===== src/rtl/can_regbank_pkg.sv =====
// Shared definitions for the CAN register bank: bit-mode flags, register
// extraction from a packed bank image and parameter sanity checks.
package can_regbank_pkg;

   // A bit whose mode has no flag set is a constant held at its reset value.
   localparam logic [2:0] MODE_WR = 3'b001;
   localparam logic [2:0] MODE_HW = 3'b010;
   localparam logic [2:0] MODE_RC = 3'b100;

   localparam int MAX_DEPTH = 16;
   localparam int MAX_WIDTH = 32;
   localparam int MAX_BITS  = MAX_DEPTH * MAX_WIDTH;

   function automatic logic [2:0] bit_mode(input logic wr, input logic hw, input logic rc);
      return {rc, hw, wr};
   endfunction

   function automatic logic [MAX_WIDTH-1:0] get_reg(input logic [MAX_BITS-1:0] vec,
                                                    input int idx, input int width);
      logic [MAX_BITS-1:0] shifted;
      shifted = vec >> (idx * width);
      return shifted[MAX_WIDTH-1:0];
   endfunction

   function automatic bit depth_ok(input int depth, input int addr_w);
      return (depth >= 1) && (depth <= MAX_DEPTH) && ((1 << addr_w) >= depth);
   endfunction

endpackage


===== src/rtl/can_register_bank_if.sv =====
// CPU-side access port of the register bank: strobes, address, data and
// the registered read/error responses.
interface can_register_bank_if #(
   parameter int WIDTH  = 8,
   parameter int ADDR_W = 4
);
   logic              cs;
   logic              we;
   logic              re;
   logic [ADDR_W-1:0] addr;
   logic [WIDTH-1:0]  wdata;
   logic [WIDTH-1:0]  rdata;
   logic              rvalid;
   logic              err;

   modport master (output cs, we, re, addr, wdata, input rdata, rvalid, err);
   modport slave  (input cs, we, re, addr, wdata, output rdata, rvalid, err);
endinterface


===== src/rtl/can_regbank_word.sv =====
// One register of the bank: per-bit mode masks and the priority mux
// hw_set > read-clear > CPU write.
module can_regbank_word
   import can_regbank_pkg::*;
#(
   parameter int               WIDTH       = 8,
   parameter logic [WIDTH-1:0] RESET_VALUE = '0,
   parameter logic [WIDTH-1:0] WR_MASK     = '1,
   parameter logic [WIDTH-1:0] HW_MASK     = '0,
   parameter logic [WIDTH-1:0] RC_MASK     = '0
) (
   input  logic             clk,
   input  logic             rst,
   input  logic             wr_en,
   input  logic             rc_en,
   input  logic [WIDTH-1:0] wdata,
   input  logic [WIDTH-1:0] hw_set,
   output logic [WIDTH-1:0] value,
   output logic [WIDTH-1:0] next_value
);

   logic [WIDTH-1:0] value_q;
   logic [WIDTH-1:0] value_d;
   logic [2:0]       mode;

   // Later assignments win, so the lowest-priority source is applied first.
   always_comb begin
      value_d = value_q;
      mode    = '0;
      for (int b = 0; b < WIDTH; b++) begin
         mode = bit_mode(WR_MASK[b], HW_MASK[b], RC_MASK[b]);
         if (wr_en && ((mode & MODE_WR) != 3'b000))
            value_d[b] = wdata[b];
         if (rc_en && ((mode & MODE_RC) != 3'b000))
            value_d[b] = 1'b0;
         if (hw_set[b] && ((mode & MODE_HW) != 3'b000))
            value_d[b] = 1'b1;
      end
   end

   always_ff @(posedge clk or posedge rst) begin
      if (rst)
         value_q <= RESET_VALUE;
      else
         value_q <= value_d;
   end

   assign value      = value_q;
   assign next_value = value_d;

endmodule


===== src/rtl/can_register_bank.sv =====
// Parametrised CSR bank for the CAN controller: address decode, lock check,
// registered read port and aggregated interrupt over the generated words.
module can_register_bank
   import can_regbank_pkg::*;
#(
   parameter int                     WIDTH       = 8,
   parameter int                     DEPTH       = 4,
   parameter int                     ADDR_W      = 4,
   parameter logic [DEPTH*WIDTH-1:0] RESET_VALUE = '0,
   parameter logic [DEPTH*WIDTH-1:0] WR_MASK     = '1,
   parameter logic [DEPTH*WIDTH-1:0] HW_MASK     = '0,
   parameter logic [DEPTH*WIDTH-1:0] RC_MASK     = '0,
   parameter logic [DEPTH-1:0]       LOCK_MASK   = '0
) (
   input  logic                   clk,
   input  logic                   rst,
   can_register_bank_if.slave     bus,
   input  logic                   lock,
   input  logic [DEPTH*WIDTH-1:0] hw_set,
   output logic                   irq,
   output logic [DEPTH*WIDTH-1:0] regs
);

   logic                   in_range;
   logic                   lock_hit;
   logic                   wr_ok;
   logic                   rd_acc;
   logic [DEPTH-1:0]       wr_sel;
   logic [DEPTH-1:0]       rc_sel;
   logic [DEPTH*WIDTH-1:0] regs_next;
   logic [WIDTH-1:0]       rd_word;

   logic [WIDTH-1:0] rdata_q, rdata_d;
   logic             rvalid_q, rvalid_d;
   logic             err_q, err_d;
   logic             irq_q, irq_d;

   // Lock only matters for in-range addresses; out-of-range is already an error.
   always_comb begin
      in_range = 32'(bus.addr) < DEPTH;
      lock_hit = 1'b0;
      for (int i = 0; i < DEPTH; i++) begin
         if (bus.addr == ADDR_W'(i))
            lock_hit = lock & LOCK_MASK[i];
      end
      wr_ok  = bus.cs & bus.we & in_range & ~lock_hit;
      rd_acc = bus.cs & bus.re & ~bus.we;
   end

   for (genvar i = 0; i < DEPTH; i++) begin : g_word
      assign wr_sel[i] = wr_ok & (bus.addr == ADDR_W'(i));
      assign rc_sel[i] = rd_acc & in_range & (bus.addr == ADDR_W'(i));

      can_regbank_word #(
         .WIDTH       (WIDTH),
         .RESET_VALUE (RESET_VALUE[i*WIDTH +: WIDTH]),
         .WR_MASK     (WR_MASK[i*WIDTH +: WIDTH]),
         .HW_MASK     (HW_MASK[i*WIDTH +: WIDTH]),
         .RC_MASK     (RC_MASK[i*WIDTH +: WIDTH])
      ) u_word (
         .clk        (clk),
         .rst        (rst),
         .wr_en      (wr_sel[i]),
         .rc_en      (rc_sel[i]),
         .wdata      (bus.wdata),
         .hw_set     (hw_set[i*WIDTH +: WIDTH]),
         .value      (regs[i*WIDTH +: WIDTH]),
         .next_value (regs_next[i*WIDTH +: WIDTH])
      );
   end

   // Read data is the pre-clear value; irq tracks next-state so it lines up with regs.
   always_comb begin
      rd_word  = WIDTH'(get_reg(MAX_BITS'(regs), 32'(bus.addr), WIDTH));
      rdata_d  = rdata_q;
      rvalid_d = rd_acc;
      err_d    = (bus.cs & bus.we & (~in_range | lock_hit)) | (rd_acc & ~in_range);
      if (rd_acc)
         rdata_d = in_range ? rd_word : '0;
      irq_d = |(regs_next & HW_MASK);
   end

   always_ff @(posedge clk or posedge rst) begin
      if (rst) begin
         rdata_q  <= '0;
         rvalid_q <= 1'b0;
         err_q    <= 1'b0;
         irq_q    <= |(RESET_VALUE & HW_MASK);
      end else begin
         rdata_q  <= rdata_d;
         rvalid_q <= rvalid_d;
         err_q    <= err_d;
         irq_q    <= irq_d;
      end
   end

   always_ff @(posedge clk) begin
      if (!rst)
         assert (depth_ok(DEPTH, ADDR_W));
   end

   assign bus.rdata  = rdata_q;
   assign bus.rvalid = rvalid_q;
   assign bus.err    = err_q;
   assign irq        = irq_q;

endmodule


===== src/flat_wrapper.sv =====
// flat-port wrapper written by rule: the top's interface ports become plain ports
module can_register_bank_flat import can_regbank_pkg::*;
#(
   parameter int                     WIDTH       = 8,
   parameter int                     DEPTH       = 4,
   parameter int                     ADDR_W      = 4,
   parameter logic [DEPTH*WIDTH-1:0] RESET_VALUE = '0,
   parameter logic [DEPTH*WIDTH-1:0] WR_MASK     = '1,
   parameter logic [DEPTH*WIDTH-1:0] HW_MASK     = '0,
   parameter logic [DEPTH*WIDTH-1:0] RC_MASK     = '0,
   parameter logic [DEPTH-1:0]       LOCK_MASK   = '0
)
  (clk, rst, lock, hw_set, irq, regs, bus_cs, bus_we, bus_re, bus_addr, bus_wdata, bus_rdata, bus_rvalid, bus_err);
  can_register_bank_if #(.WIDTH(WIDTH), .ADDR_W(ADDR_W)) bus_i ();
  input  logic clk;
  input  logic rst;
  input  logic lock;
  input  logic [DEPTH*WIDTH-1:0] hw_set;
  output logic irq;
  output logic [DEPTH*WIDTH-1:0] regs;
  input wire logic [$bits(bus_i.cs)-1:0] bus_cs;
  input wire logic [$bits(bus_i.we)-1:0] bus_we;
  input wire logic [$bits(bus_i.re)-1:0] bus_re;
  input wire logic [$bits(bus_i.addr)-1:0] bus_addr;
  input wire logic [$bits(bus_i.wdata)-1:0] bus_wdata;
  output wire logic [$bits(bus_i.rdata)-1:0] bus_rdata;
  output wire logic [$bits(bus_i.rvalid)-1:0] bus_rvalid;
  output wire logic [$bits(bus_i.err)-1:0] bus_err;
  assign bus_i.cs = bus_cs;
  assign bus_i.we = bus_we;
  assign bus_i.re = bus_re;
  assign bus_i.addr = bus_addr;
  assign bus_i.wdata = bus_wdata;
  assign bus_rdata = bus_i.rdata;
  assign bus_rvalid = bus_i.rvalid;
  assign bus_err = bus_i.err;
  can_register_bank #(.WIDTH(WIDTH), .DEPTH(DEPTH), .ADDR_W(ADDR_W), .RESET_VALUE(RESET_VALUE), .WR_MASK(WR_MASK), .HW_MASK(HW_MASK), .RC_MASK(RC_MASK), .LOCK_MASK(LOCK_MASK)) u_core (.clk(clk), .rst(rst), .bus(bus_i), .lock(lock), .hw_set(hw_set), .irq(irq), .regs(regs));
endmodule

===== config.mk =====
export PLATFORM = sky130hd
export DESIGN_NAME = can_register_bank_flat
export DESIGN_NICKNAME = d
export VERILOG_FILES = /design/src/rtl/can_regbank_pkg.sv /design/src/rtl/can_register_bank_if.sv /design/src/rtl/can_regbank_word.sv /design/src/rtl/can_register_bank.sv /design/src/flat_wrapper.sv
export SDC_FILE = /design/constraint.sdc
export NUM_CORES = 1
export LEC_CHECK = 0
export BUFFER_PORTS_ARGS = -buffer_cell sky130_fd_sc_hd__clkbuf_2
export CAP_MARGIN = 40
export CORE_ASPECT_RATIO = 1.4
export CORE_MARGIN = 3
export CORE_UTILIZATION = 41
export CTS_BUF_LIST = sky130_fd_sc_hd__clkbuf_16
export DETAILED_ROUTE_END_ITERATION = 7
export PLACE_DENSITY = 0.74
export REMOVE_ABC_BUFFERS = 1
export SYNTH_ARGS = -nofsm -noshare
export SYNTH_HDL_FRONTEND = slang
export SYNTH_SLANG_ARGS = --single-unit

===== constraint.sdc =====
create_clock -name clk -period 1.4 [get_ports clk]
set_clock_uncertainty 0.15 [all_clocks]
set_input_delay 0.07 -clock clk [delete_from_list [all_inputs] [get_ports clk]]
set_output_delay 0.07 -clock clk [all_outputs]
set_load 0.01 [all_outputs]

Word-level counts from Yosys, hierarchy flattened
Index checks and enable logic that the tools add are counted.
- register bits: 42
- bits in latches: 0
- bits in writable memories: 0
- ROM bits: 0
- bits of input ports: 50
- output and inout port bits: 43
- logic and storage cells: 27
- memories kept: 0
- add/sub/neg operators: 0
- multiply operators: 0
- divide/modulo/power cells: 0
- magnitude comparators: 1
- equality and inequality tests: 3
- shift operators: 1
- multiplexer cells: 1
- bitwise logic cells: 13
- reductions and logical operators: 1
- operators with widths (operator ; number):
    right shift 32 x 7 -> 8 bit ; 1
    AND 1 bit ; 10
    equality test 4 x 2 -> 1 bit, second input constant ; 2
    two-way mux 8 bit ; 1
    equality test 4 x 1 -> 1 bit, second input constant ; 1
    logical NOT 4 bit ; 1
    < comparator 4 x 3 -> 1 bit, second input constant ; 1
    inverter 1 bit ; 2
    OR 1 bit ; 1

Longest topological paths before layout
Gate-level depths: netlist of the first run.
- depth after elaboration: 4
- depth in mapped cells: 5
- mapped depth without buffers: 3

Hierarchy
Synthesis of the first run repeated with hierarchy kept, for this count alone.
- cells, all modules: 123
- area, all modules: 1986.9 µm²
- modules (own cells, without submodules) (module ; times used ; cells an instance ; area each (µm²) ; seq. area each (µm²)):
    can_regbank_word ; 4 ; 18 ; 335.3 ; 200.2
    can_register_bank ; 1 ; 51 ; 645.6 ; 250.2

Least setup slack after synthesis of the first run
No wires, ideal clock.
- path kind: reg-to-reg
- from: register u_core.g_word[1].u_word.value_q[1]
- to: register u_core.rdata_q[1] (netlist: u_core.bus.rdata[1])
- library setup time: 0.121 ns
- arrival: 1.088 ns
- required time: 1.129 ns
- slack: 0.041 ns
- cell stages (with the launch flop): 3
- path buffers: 0
- period minus slack after synthesis: 1.359 ns
- path through: dfrtp_1 > mux4_1 > a22o_1
- longest elaborated chain between the ends: 2
- ends and longest elaborated chain (what ; RTL line ; text):
    start: declaration ; can_regbank_word.sv:22 ; logic [WIDTH-1:0] value_q;
    start signal: assignment ; can_regbank_word.sv:45 ; value_q <= value_d;
    right shift 32 x 7 -> 8 bit ; can_regbank_pkg.sv:21 ; shifted = vec >> (idx * width);
    two-way mux 8 bit ; can_register_bank.sv:79 ; rdata_d = in_range ? rd_word : '0;
    end signal: assignment ; can_register_bank.sv:90 ; rdata_q <= rdata_d;
    end: declaration ; can_register_bank.sv:33 ; logic [WIDTH-1:0] rdata_q, rdata_d;
Every way passes these cells.
A chain may end at the register's enable or synchronous reset.

Final worst setup path of the first run
- from: register u_core.g_word[0].u_word.value_q[2]
- to: register u_core.rdata_q[2] (netlist: u_core.bus.rdata[2])
- longest elaborated chain between the ends: 2
- ends and longest elaborated chain (what ; RTL line):
    start: declaration ; can_regbank_word.sv:22
    start signal: assignment ; can_regbank_word.sv:45
    right shift 32 x 7 -> 8 bit ; can_regbank_pkg.sv:21
    two-way mux 8 bit ; can_register_bank.sv:79
Every way passes these cells.

==> metrics.md, run 1 <==
| Metric | Value |
|---|---|
| Status | complete, no violations |
| Post-synthesis sequential area ratio | 0.5604 |
| Tmin final | 1367 ps |
| First-pass GRT wire length | between 7000 and 8000 um |
| Max_slew headroom | 0.6524 |
| Top cell type's share of synthesized area | 0.5604 |
| # rows | 28 |
| Clk sink count | 42 |
| Post-synth EDFFs | 0 |
| Drt drc | 0 |
| Maximum fanout along the worst path | 3 |
| Die Area | 5433 um^2 |
| Final instance area | 2653 um^2 |
| Reg2reg path depth | 2 |
| Total Nets Final | between 200 and 300 |
| Number of global-route vias before repair | between 1,000 and 1,500 |
| Die height | roughly 86 um |
| Clock buffer depth | 2 |
| Fin crit share | 0.9766 |
| F_max | 731.4 MHz |
| Initial drt markers | 21 |
| Initial antenna violation count | 0 |
| H-Tree Depth | 2 |
| Syn Area/Cell | 17.53 um^2 |
| Critical path cell sequence | mux4_1 > a22o_1 |
| Routed WL per cell | 17.66 um |
| Synthesized flop and latch total | 42 |
| Core area | roughly 4300 um^2 |
| PnR worst setup slack | ~33 ps |
| Hold endpoint | u_core.bus.err |
| Async SR Flop Fraction | 1.000 |
| Leak | about 1.4 nW |
| Delay-heaviest family, CP | multiplexers |
| Synth warnings | 0 |
| RSZ-0062 raised after global routing | no |
| Port Buffers | 58 |
| Gpl congestion | approximately 0.8 |
| Slew @ Worst Pin | around 520 ps |
| Crit Reg-Reg Endpoint | u_core.bus.rdata[2] |
| Area delta synth->final | 41.43% |
| Share of cells above drive strength 1 | 0.6305 |
| CTS tree | yes |
| Top-count cell post-synth | dfrtp_1 |
| TritonCTS Buffers | 5 |
| Crit path launch | u_core.g_word[0].u_word.value[2] |
| Gr usage total | 0.1808 |
| Drt total wl | 4644 um |
| Synth Flop Type | dfrtp_1 |
| Pre-CTS WS | -63.88 ps |
| Bufs and invs on worst path | 0 |
| Fin util | 0.6156 |
| Diode count | 0 |
| WP data arrival | around 1400 ps |
| Routed via count | roughly 1,300 |
| Die X | 63.16 um |
| Remaining Overflow, GRT | 0 |
| Setup slack, reg-to-reg | 30 ps |
| Main area contributors after synthesis | dfrtp_1 (56%), mux2_2 (14%), mux4_1 (11%) |
| DRT antenna net count | 0 |
| Maxcap violations | 0 |
| Crit-path slowest cell | mux4_1 |
| TritonRoute pass-1 iters | 4 |
| WHS Path Cells | 2 |
| Worst Hold Launch | bus_addr[2] |
| List of most frequent post-synthesis cells | dfrtp_1 (42), mux2_2 (24), a22o_1 (8), mux2_4 (8), mux4_1 (8) |
| Final Setup Violations | 0 |
| Reg-to-Reg Start | u_core.g_word[0].u_word.value[2] |
| Hpwl dp | between 3000 and 4000 um |
| CP Class | reg2reg |
| Initial Utilization | 0.4352 |
| Non-Filler Instances | around 260 |
| Post-synthesis cell count | 107 |
| Worst-skew pair later-pin latency | about 280 ps |
| CP Launch Type | register |
| VDD IR max | approximately 0.64 mV |
| Crit end category | register |
| Max incr delay on CP | approximately 500 ps |
| DP Cell Count | 240 |
| Mapped Area | approximately 1900 um^2 |
| Placement Cell Area | between 2000 and 2500 um^2 |
| Hold Path Class | in2reg |
| I/O pin count | 93 |
| PD cells | ~1300 nW/um^2 |
| Pin count of the biggest net entering global routing | 43 |
| Crit path required time | about 1400 ps |
| WHS | a little over 70 ps |
| Synth cell types | 20 |
| Yosys top cell by area | dfrtp_1 |
| Final Hold Vio Count | 0 |
| Vias/cell | 5.129 |
| Max Slew Vio Count | 0 |
| Root Buffer | clkbuf_16 |
| CTS clock-pin slew for the worst setup and hold paths | around 60 ps |
## power by group
group | internal [W] | total (W) | leakage [nW] | switching, W
Sequential | 0.00142 | 0.00156 | 0.545 | 0.000144
Combinational | 0.000519 | 0.000894 | 0.782 | 0.000375
Clock | 0.000644 | 0.00107 | 0.0724 | 0.000429
## stage by stage
stage / TNS (ps) / total power, W
after floorplan: 0 / 0.001979
after global placement: -612.7 / 0.002386
after detailed placement: -967.0 / 0.002432
after CTS: 0 / 0.003533
after global routing: 0 / 0.003681
final: 0 / 0.003531
## area by class of cell
class                   count  area (um^2)
well taps                  60        75.07
flip-flops and latches     42         1051
clock buffers               5        125.1
multi-input cells          59        768.2
inverters                   2        7.507
fillers                   343         1657
repair buffers             92        613.1
clock inverters             3        12.51
## cell families (layout without fill, tap and decap cells)
family / Yosys count / in the layout / synth area share
compound gates: 9 / 9 / 0.04336
buf+inv: 6 / 102 / 0.02201
flops: 42 / 42 / 0.5604
mux: 40 / 40 / 0.3202
other cells: 1 / 1 / 0.001999
simple gates: 9 / 9 / 0.05203
## layer usage
metal | part of all wire | up-vias | global-route usage
met5 | 0 | - | 0
met3 | 0.039 | 8 | 0.02621
li1 | - | 603 | -
met4 | 0.023 | 0 | 0.09438
met2 | 0.55 | 39 | 0.3237
met1 | 0.38 | 699 | 0.2078
## state kept, by name (all words and copies together) (netlist names)
signal	cells
u_core.bus.rvalid	1
u_core.bus.err	1
u_core.bus.rdata	8
u_core.g_word.u_word.value	32
## placed cells by master (no fill, tap or decap)
master / instances
mux2_4: 8
nor3b_4: 1
nand3b_1: 1
and4bb_2: 1
mux4_1: 4
conb_1: 1
dlygate4sd3_1: 12
nor3_2: 1
buf_4: 19
nand3b_2: 1
clkbuf_16: 5
a22o_1: 8
or3_1: 1
inv_1: 3
clkinv_1: 1
nand2_1: 1
mux4_2: 4
o221a_2: 1
mux2_2: 24
clkinv_2: 1
dfrtp_1: 42
nor2_1: 1
nand4b_4: 1
buf_12: 3
clkbuf_2: 58
## how the worst max path moves through the flow
stage	end	slack, ps	cells past startpoint
detailed placement	u_core.g_word[1].u_word.value[1]	-60	5
finish	u_core.bus.rdata[2]	30	2
floorplan	u_core.bus.rdata[1]	40	2
global placement	u_core.g_word[1].u_word.value[7]	-50	5
global route	u_core.bus.rdata[0]	4	2
CTS	u_core.bus.rdata[6]	5	2
## timing repair
item,in CTS,in global routing
gates resized for setup,0,4
hold buffers,12,0
setup buffers,0,3
endpoints found under the setup margin,0,5
hold endpoints to repair,75,0
(Power assumes the default switching activity.)
==> inputs of run 2 (changes only) <==
Settings changed: SETUP_SLACK_MARGIN from default to 0.2.
==> run 2 against run 1 <==
Via count rose by 6.8%. Count of clock-buffer cells in the layout did not move. Sequential power barely moved. Wire length rose by 7.3%. Combinational power rose by 31%. Sequential share of layout area fell by 2.7 points. Worst hold slack got worse by 2.7 ps. Non-clock buffer count rose by 25. Register-to-register slack improved by 40 ps. Final cell count rose by 9.5%. Setup slack improved by 39 ps. Critical path type unchanged. Largest cell class unchanged. Largest power group unchanged. Highest routed layer unchanged.
==> metrics.md, run 2 (synthesis results as in run 1) <==
| Metric | Value |
|---|---|
| Status | complete, no violations (unchanged) |
| Routed WL per cell | 17.31 um (was 17.66 um) |
| Worst-skew pair later-pin latency | 280 ps (about the same) |
| Remaining Overflow, GRT | 0 (unchanged) |
| CP Class | reg2reg (unchanged) |
| Diode count | 0 (unchanged) |
| Final Hold Vio Count | 0 (unchanged) |
| Maximum fanout along the worst path | 2 (was 3) |
| Max Slew Vio Count | 0 (unchanged) |
| # rows | 28 (unchanged) |
| Total Nets Final | 277 (was 252) |
| Max_slew headroom | 0.6508 (was 0.6524) |
| Reg2reg path depth | 2 (unchanged) |
| TritonCTS Buffers | 5 (unchanged) |
| Routed via count | 1,441 (was 1,349) |
| First-pass GRT wire length | 7990 um (was 7500 um) |
| Root Buffer | clkbuf_16 (unchanged) |
| Final Setup Violations | 0 (unchanged) |
| Die Area | 5433 um^2 (unchanged) |
| Port Buffers | 58 (unchanged) |
| Crit path launch | u_core.g_word[3].u_word.value[1] (was u_core.g_word[0].u_word.value[2]) |
| Hold Path Class | in2reg (unchanged) |
| VDD IR max | 0.6759 mV (was 0.6367 mV) |
| Pin count of the biggest net entering global routing | 43 (unchanged) |
| Largest register FFs | 32 (unchanged) |
| Core area | 4309 um^2 (unchanged) |
| Drt total wl | 4985 um (was 4644 um) |
| Filler cells | 311 (was 343) |
| Crit Reg-Reg Endpoint | u_core.bus.rdata[1] (was u_core.bus.rdata[2]) |
| Clk sink count | 42 (unchanged) |
| Maxcap violations | 0 (unchanged) |
| Setup slack, reg-to-reg | 70 ps (was 30 ps) |
| Vias/cell | 5.003 (was 5.129) |
| Most frequent cells in the layout | clkbuf_2 (57), dfrtp_1 (42), buf_4 (41) (was clkbuf_2 (58), dfrtp_1 (42), mux2_2 (24)) |
| Crit path required time | 1410 ps (about the same) |
| Share of cells above drive strength 1 | 0.6886 (was 0.6305) |
| RSZ-0062 raised after global routing | yes (was no) |
| Multi-input gate area | 753.2 um^2 (was 768.2 um^2) |
| Gpl congestion | 0.7792 (unchanged) |
| Initial drt markers | 43 (was 21) |
| Die height | 86.03 um (unchanged) |
| I/O pin count | 93 (unchanged) |
| Tmin final | 1328 ps (was 1367 ps) |
| Initial Utilization | 0.4352 (unchanged) |
| CTS clock-pin slew for the worst setup and hold paths | 50 ps (was 60 ps) |
| Gr usage total | 0.1938 (was 0.1808) |
| H-Tree Depth | 2 (unchanged) |
| Fin crit share | 0.9484 (was 0.9766) |
| Slew @ Worst Pin | 523.8 ps (was 521.3 ps) |
| Crit end category | register (unchanged) |
| F_max | 753.1 MHz (was 731.4 MHz) |
| Die X | 63.16 um (unchanged) |
| DRT antenna net count | 0 (unchanged) |
| Initial antenna violation count | 0 (unchanged) |
| Commonest non-fill, non-tap cell in the layout | clkbuf_2 (unchanged) |
| WHS | 67.87 ps (was 70.60 ps) |
| TritonRoute pass-1 iters | 4 (unchanged) |
| WP data arrival | 1340 ps (was 1380 ps) |
| Hpwl dp | 3278 um (unchanged) |
| Leak | 1.510 nW (was 1.399 nW) |
| Worst setup path end | u_core.bus.rdata[1] (was u_core.bus.rdata[2]) |
| Reg-to-Reg Start | u_core.g_word[3].u_word.value[1] (was u_core.g_word[0].u_word.value[2]) |
| Drt drc | 0 (unchanged) |
| Area delta synth->final | 51.57% (was 41.43%) |
| Number of global-route vias before repair | 1,568 (was 1,459) |
| Reg area | 1051 um^2 (unchanged) |
| PD cells | 1334 nW/um^2 (was 1331 nW/um^2) |
| CTS tree | yes (unchanged) |
| Clock buffer depth | 2 (unchanged) |
| CP Launch Type | register (unchanged) |
| Post-route setup TNS | 0 ps (unchanged) |
run 2: cell types whose count changed in the layout (fill, tap and decap cells not counted), sizes merged:
cell / delta
buf: +26
clkbuf: -1
run 2: timing repair:
| item | 4_1_cts | 5_1_grt |
|---|---|---|
| setup endpoints to repair | 8 | 14 |
| setup buffers | 21 | 7 |
| hold buffers | 12 | 0 |
| endpoints found under the hold margin | 75 | 0 |
| gates resized for setup | 8 | 5 |
| pin swaps | 7 | 0 |
run 2: per-stage QoR:
step	setup slack [ps]	area (um^2)	util	std cells	total power, W
after floorplan	40.46	1842	-	103	0.001979
after global placement	-51.73	2387	0.5540	240	0.002386
after detailed placement	-63.88	2387	0.5540	240	0.002432
after CTS	76.23	2773	0.6434	281	0.003721
after global routing	59.40	2843	0.6597	288	0.003943
final	72.19	2843	0.6597	288	0.003792
run 2: layout make-up:
| cell class | count | area share |
|---|---|---|
| clock buffers | 5 | 0.04401 |
| flip-flops and latches | 42 | 0.3697 |
| clock inverters | 3 | 0.004401 |
| multi-input cells | 59 | 0.2650 |
| repair buffers | 117 | 0.2879 |
| well taps | 60 | 0.02641 |
| inverters | 2 | 0.002641 |
run 2: worst min path at each step:
stage                      from                   to  depth (start not counted)
finish              bus_addr[2]       u_core.bus.err                          2
global route        bus_addr[2]       u_core.bus.err                          2
CTS                 bus_addr[2]       u_core.bus.err                          2
detailed placement          rst  u_core.bus.rdata[4]                          3
global placement            rst  u_core.bus.rdata[4]                          3
floorplan                bus_cs       u_core.bus.err                          1
run 2: metal layers:
metal	wire (um)	GRT usage
met3	186	0.02752
met5	0	0
met4	87	0.08233
met2	2789	0.3583
met1	1922	0.2210
run 2: critical path, cell delays in order, from the launching register on:
cell and delay (ps):
dfrtp_1 400, mux4_2 480, a22o_1 190
run 2: power breakdown:
part / switching, W / internal (W) / leakage, nW / total, W
clock: 0.000433 / 0.000644 / 0.0724 / 0.00108
combinational: 0.000465 / 0.000708 / 0.893 / 0.00117
sequential: 0.000122 / 0.00142 / 0.545 / 0.00154
==> inputs of run 3 (changes only) <==
Settings changed: ABC_AREA from default to 1, CORE_UTILIZATION 41 to 42.
==> run 3 against run 2 <==
Die area increased by 6.7%. Synthesized cell count increased by 100%. Via count increased by 17%. Register-to-register slack improved by 370 ps. Sequential power about the same. Setup slack improved by 280 ps. Core utilization decreased by 9.2 points. Critical endpoint is now regs[22]. Critical path type is now reg2out. Maximum frequency increased by 26%. Final cell count increased by 22%. Flip-flop and latch count unchanged. Design area decreased by 7.2%.
==> metrics.md, run 3 <==
| Metric | Value |
|---|---|
| Status | complete, no violations (unchanged) |
| Worst-skew pair later-pin latency | 280 ps (about the same) |
| Gr usage total | 0.1788 (was 0.1938) |
| Worst Hold Launch | bus_re (was bus_addr[2]) |
| Bufs and invs on worst path | 1 (was 0) |
| Top cell type's share of synthesized area | 0.5097 (was 0.5604) |
| Drt drc | 0 (unchanged) |
| Gpl congestion | 0.7369 (was 0.7792) |
| H-Tree Depth | 2 (unchanged) |
| Total Nets Final | 340 (was 277) |
| Routed WL per cell | 13.49 um (was 17.31 um) |
| Die Area | 5798 um^2 (was 5433 um^2) |
| Crit Reg-Reg Endpoint | u_core.bus.rdata[2] (was u_core.bus.rdata[1]) |
| Number of global-route vias before repair | 1,617 (was 1,568) |
| Commonest non-fill, non-tap cell in the layout | nand2_1 (was clkbuf_2) |
| Pre-CTS WS | 147.6 ps (was -63.88 ps) |
| Port Buffers | 58 (unchanged) |
| Hold_buf cts | 11 (was 12) |
| Main area contributors after synthesis | dfrtp_1 (51%), nand2_1 (14%), o21ai_2 (14%) (was dfrtp_1 (56%), mux2_2 (14%), mux4_1 (11%)) |
| CTS tree | yes (unchanged) |
| CP Class | reg2out (was reg2reg) |
| TritonCTS Buffers | 5 (unchanged) |
| Non-Filler Instances | 352 (was 288) |
| Final Hold Vio Count | 0 (unchanged) |
| CTS clock-pin slew for the worst setup and hold paths | 60 ps (was 50 ps) |
| Syn Area/Cell | 9.459 um^2 (was 17.53 um^2) |
| Resize count post-CTS | 0 (was 8) |
| Synthesized flop and latch total | 42 (unchanged) |
| Area delta synth->final | 27.97% (was 51.57%) |
| Fin crit share | 0.7517 (was 0.9484) |
| Reg-to-Reg Start | u_core.g_word[3].u_word.value[2] (was u_core.g_word[3].u_word.value[1]) |
| DRT antenna net count | 0 (unchanged) |
| Remaining Overflow, GRT | 0 (unchanged) |
| Synth cell types | 17 (was 20) |
| TritonRoute pass-1 iters | 4 (unchanged) |
| Critical path cell sequence | clkbuf_2 (was mux4_2 > a22o_1) |
| Max Slew Vio Count | 0 (unchanged) |
| Largest register FFs | 32 (unchanged) |
| PnR worst setup slack | 347.6 ps (was 72.19 ps) |
| Post-synthesis sequential area ratio | 0.5097 (was 0.5604) |
| Share of cells above drive strength 1 | 0.4034 (was 0.6886) |
| RSZ-0062 raised after global routing | no (was yes) |
| Crit path required time | 1180 ps (was 1410 ps) |
| Initial Utilization | 0.4440 (was 0.4352) |
| Vias/cell | 4.793 (was 5.003) |
| PD cells | 1299 nW/um^2 (was 1334 nW/um^2) |
| Post-route setup TNS | 0 ps (unchanged) |
| Die X | 65.22 um (was 63.16 um) |
| Routed via count | 1,687 (was 1,441) |
| Setup slack, reg-to-reg | 440 ps (was 70 ps) |
| Hold endpoint | u_core.bus.rdata[0] (was u_core.bus.err) |
| Initial drt markers | 89 (was 43) |
| # rows | 29 (was 28) |
| Reg2reg path depth | 4 (was 2) |
| List of most frequent post-synthesis cells | nand2_1 (79), dfrtp_1 (42), o21ai_2 (32), nand3_1 (25), inv_1 (12) (was dfrtp_1 (42), mux2_2 (24), a22o_1 (8), mux2_4 (8), mux4_1 (8)) |
| Hold Path Class | in2reg (unchanged) |
| F_max | 950.2 MHz (was 753.1 MHz) |
| Most frequent cells in the layout | nand2_1 (79), clkbuf_2 (58), dfrtp_1 (42) (was clkbuf_2 (57), dfrtp_1 (42), buf_4 (41)) |
| Crit end category | output port (was register) |
| Maxcap violations | 0 (unchanged) |
| Async SR Flop Fraction | 1.000 (unchanged) |
| Post-CTS setup buffers | 0 (was 21) |
| Initial antenna violation count | 0 (unchanged) |
| DP Cell Count | 334 (was 240) |
| Delay-heaviest family, CP | flip-flops (was multiplexers) |
| Final Setup Violations | 0 (unchanged) |
| Crit-path slowest cell | dfrtp_1 (was mux4_2) |
| VDD IR max | 0.7058 mV (was 0.6759 mV) |
| CP Launch Type | register (unchanged) |
| Synth Flop Type | dfrtp_1 (unchanged) |
| Pin count of the biggest net entering global routing | 43 (unchanged) |
| Post-synth EDFFs | 0 (unchanged) |
| Top-count cell post-synth | nand2_1 (was dfrtp_1) |
| Mapped Area | 2062 um^2 (was 1876 um^2) |
| Tmin final | 1052 ps (was 1328 ps) |
| Clock buffer depth | 2 (unchanged) |
| Hpwl dp | 3272 um (was 3278 um) |
| Maximum fanout along the worst path | 3 (was 2) |
| WHS Path Cells | 5 (was 2) |
| Synth warnings | 0 (unchanged) |
| Core area | 4644 um^2 (was 4309 um^2) |
| Drt total wl | 4748 um (was 4985 um) |
| Yosys top cell by area | dfrtp_1 (unchanged) |
| Post-synthesis cell count | 218 (was 107) |
| First-pass GRT wire length | 7748 um (was 7990 um) |
| Die height | 88.91 um (was 86.03 um) |
| Fin util | 0.5682 (was 0.6597) |
| I/O pin count | 93 (unchanged) |
| Leak | 1.389 nW (was 1.510 nW) |
| Filler cells | 462 (was 311) |
| Max incr delay on CP | 410 ps (was 480 ps) |
| WP data arrival | 830 ps (was 1340 ps) |
| Diode count | 0 (unchanged) |
| Clk sink count | 42 (unchanged) |
| Root Buffer | clkbuf_16 (unchanged) |
==> run 3: stage by stage <==
stage          total power [W]  hold WS, ps  area, um^2
3_5_place_dp          0.002371       -20.74        2396
6_report              0.003428        82.77        2639
5_1_grt               0.003616        95.73        2639
2_1_floorplan         0.002025        95.32        1971
4_1_cts               0.003458        86.39        2639
3_3_place_gp          0.002350       -24.57        2396
==> run 3: kinds of logic after synthesis <==
logic type | Yosys count | share of synthesized area
AO/OA/AOI/OAI | 33 | 0.1383
other | 1 | 0.001819
flip-flops | 42 | 0.5097
AND/OR/NAND/NOR | 116 | 0.2767
buffers and inverters | 26 | 0.07341
==> run 3: report_power, final <==
| part | switching (W) | total (W) | internal, W |
|---|---|---|---|
| Sequential | 0.000159 | 0.00157 | 0.00141 |
| Combinational | 0.000447 | 0.000798 | 0.000350 |
| Clock | 0.000426 | 0.00106 | 0.000637 |
| Total | 0.00103 | 0.00343 | 0.00240 |
==> run 3: cell type report <==
| type | count | area [um^2] | area share |
|---|---|---|---|
| clock inverters | 2 | 7.507 | 0.002845 |
| flip-flops and latches | 42 | 1051 | 0.3983 |
| well taps | 62 | 77.57 | 0.02940 |
| inverters | 16 | 60.06 | 0.02276 |
| clock buffers | 5 | 125.1 | 0.04742 |
| repair buffers | 75 | 457.9 | 0.1735 |
| multi-input cells | 150 | 859.6 | 0.3257 |
==> run 3: worst max path at each step <==
stage                                      from                          endpoint  slack, ps  cells past startpoint
2_1_floorplan                               rst                    u_core.bus.err        210                      1
3_3_place_gp                        bus_addr[0]  u_core.g_word[1].u_word.value[2]        160                      6
3_5_place_dp                        bus_addr[0]  u_core.g_word[1].u_word.value[7]        150                      6
4_1_cts        u_core.g_word[2].u_word.value[6]                          regs[22]        340                      1
5_1_grt        u_core.g_word[2].u_word.value[6]                          regs[22]        310                      1
6_report       u_core.g_word[2].u_word.value[6]                          regs[22]        350                      1
==> run 3: routing by layer <==
metal  track usage  share of wire
met3       0.03396          0.040
met5             0              0
met4       0.08679          0.025
met1        0.2007           0.39
met2        0.3235           0.54
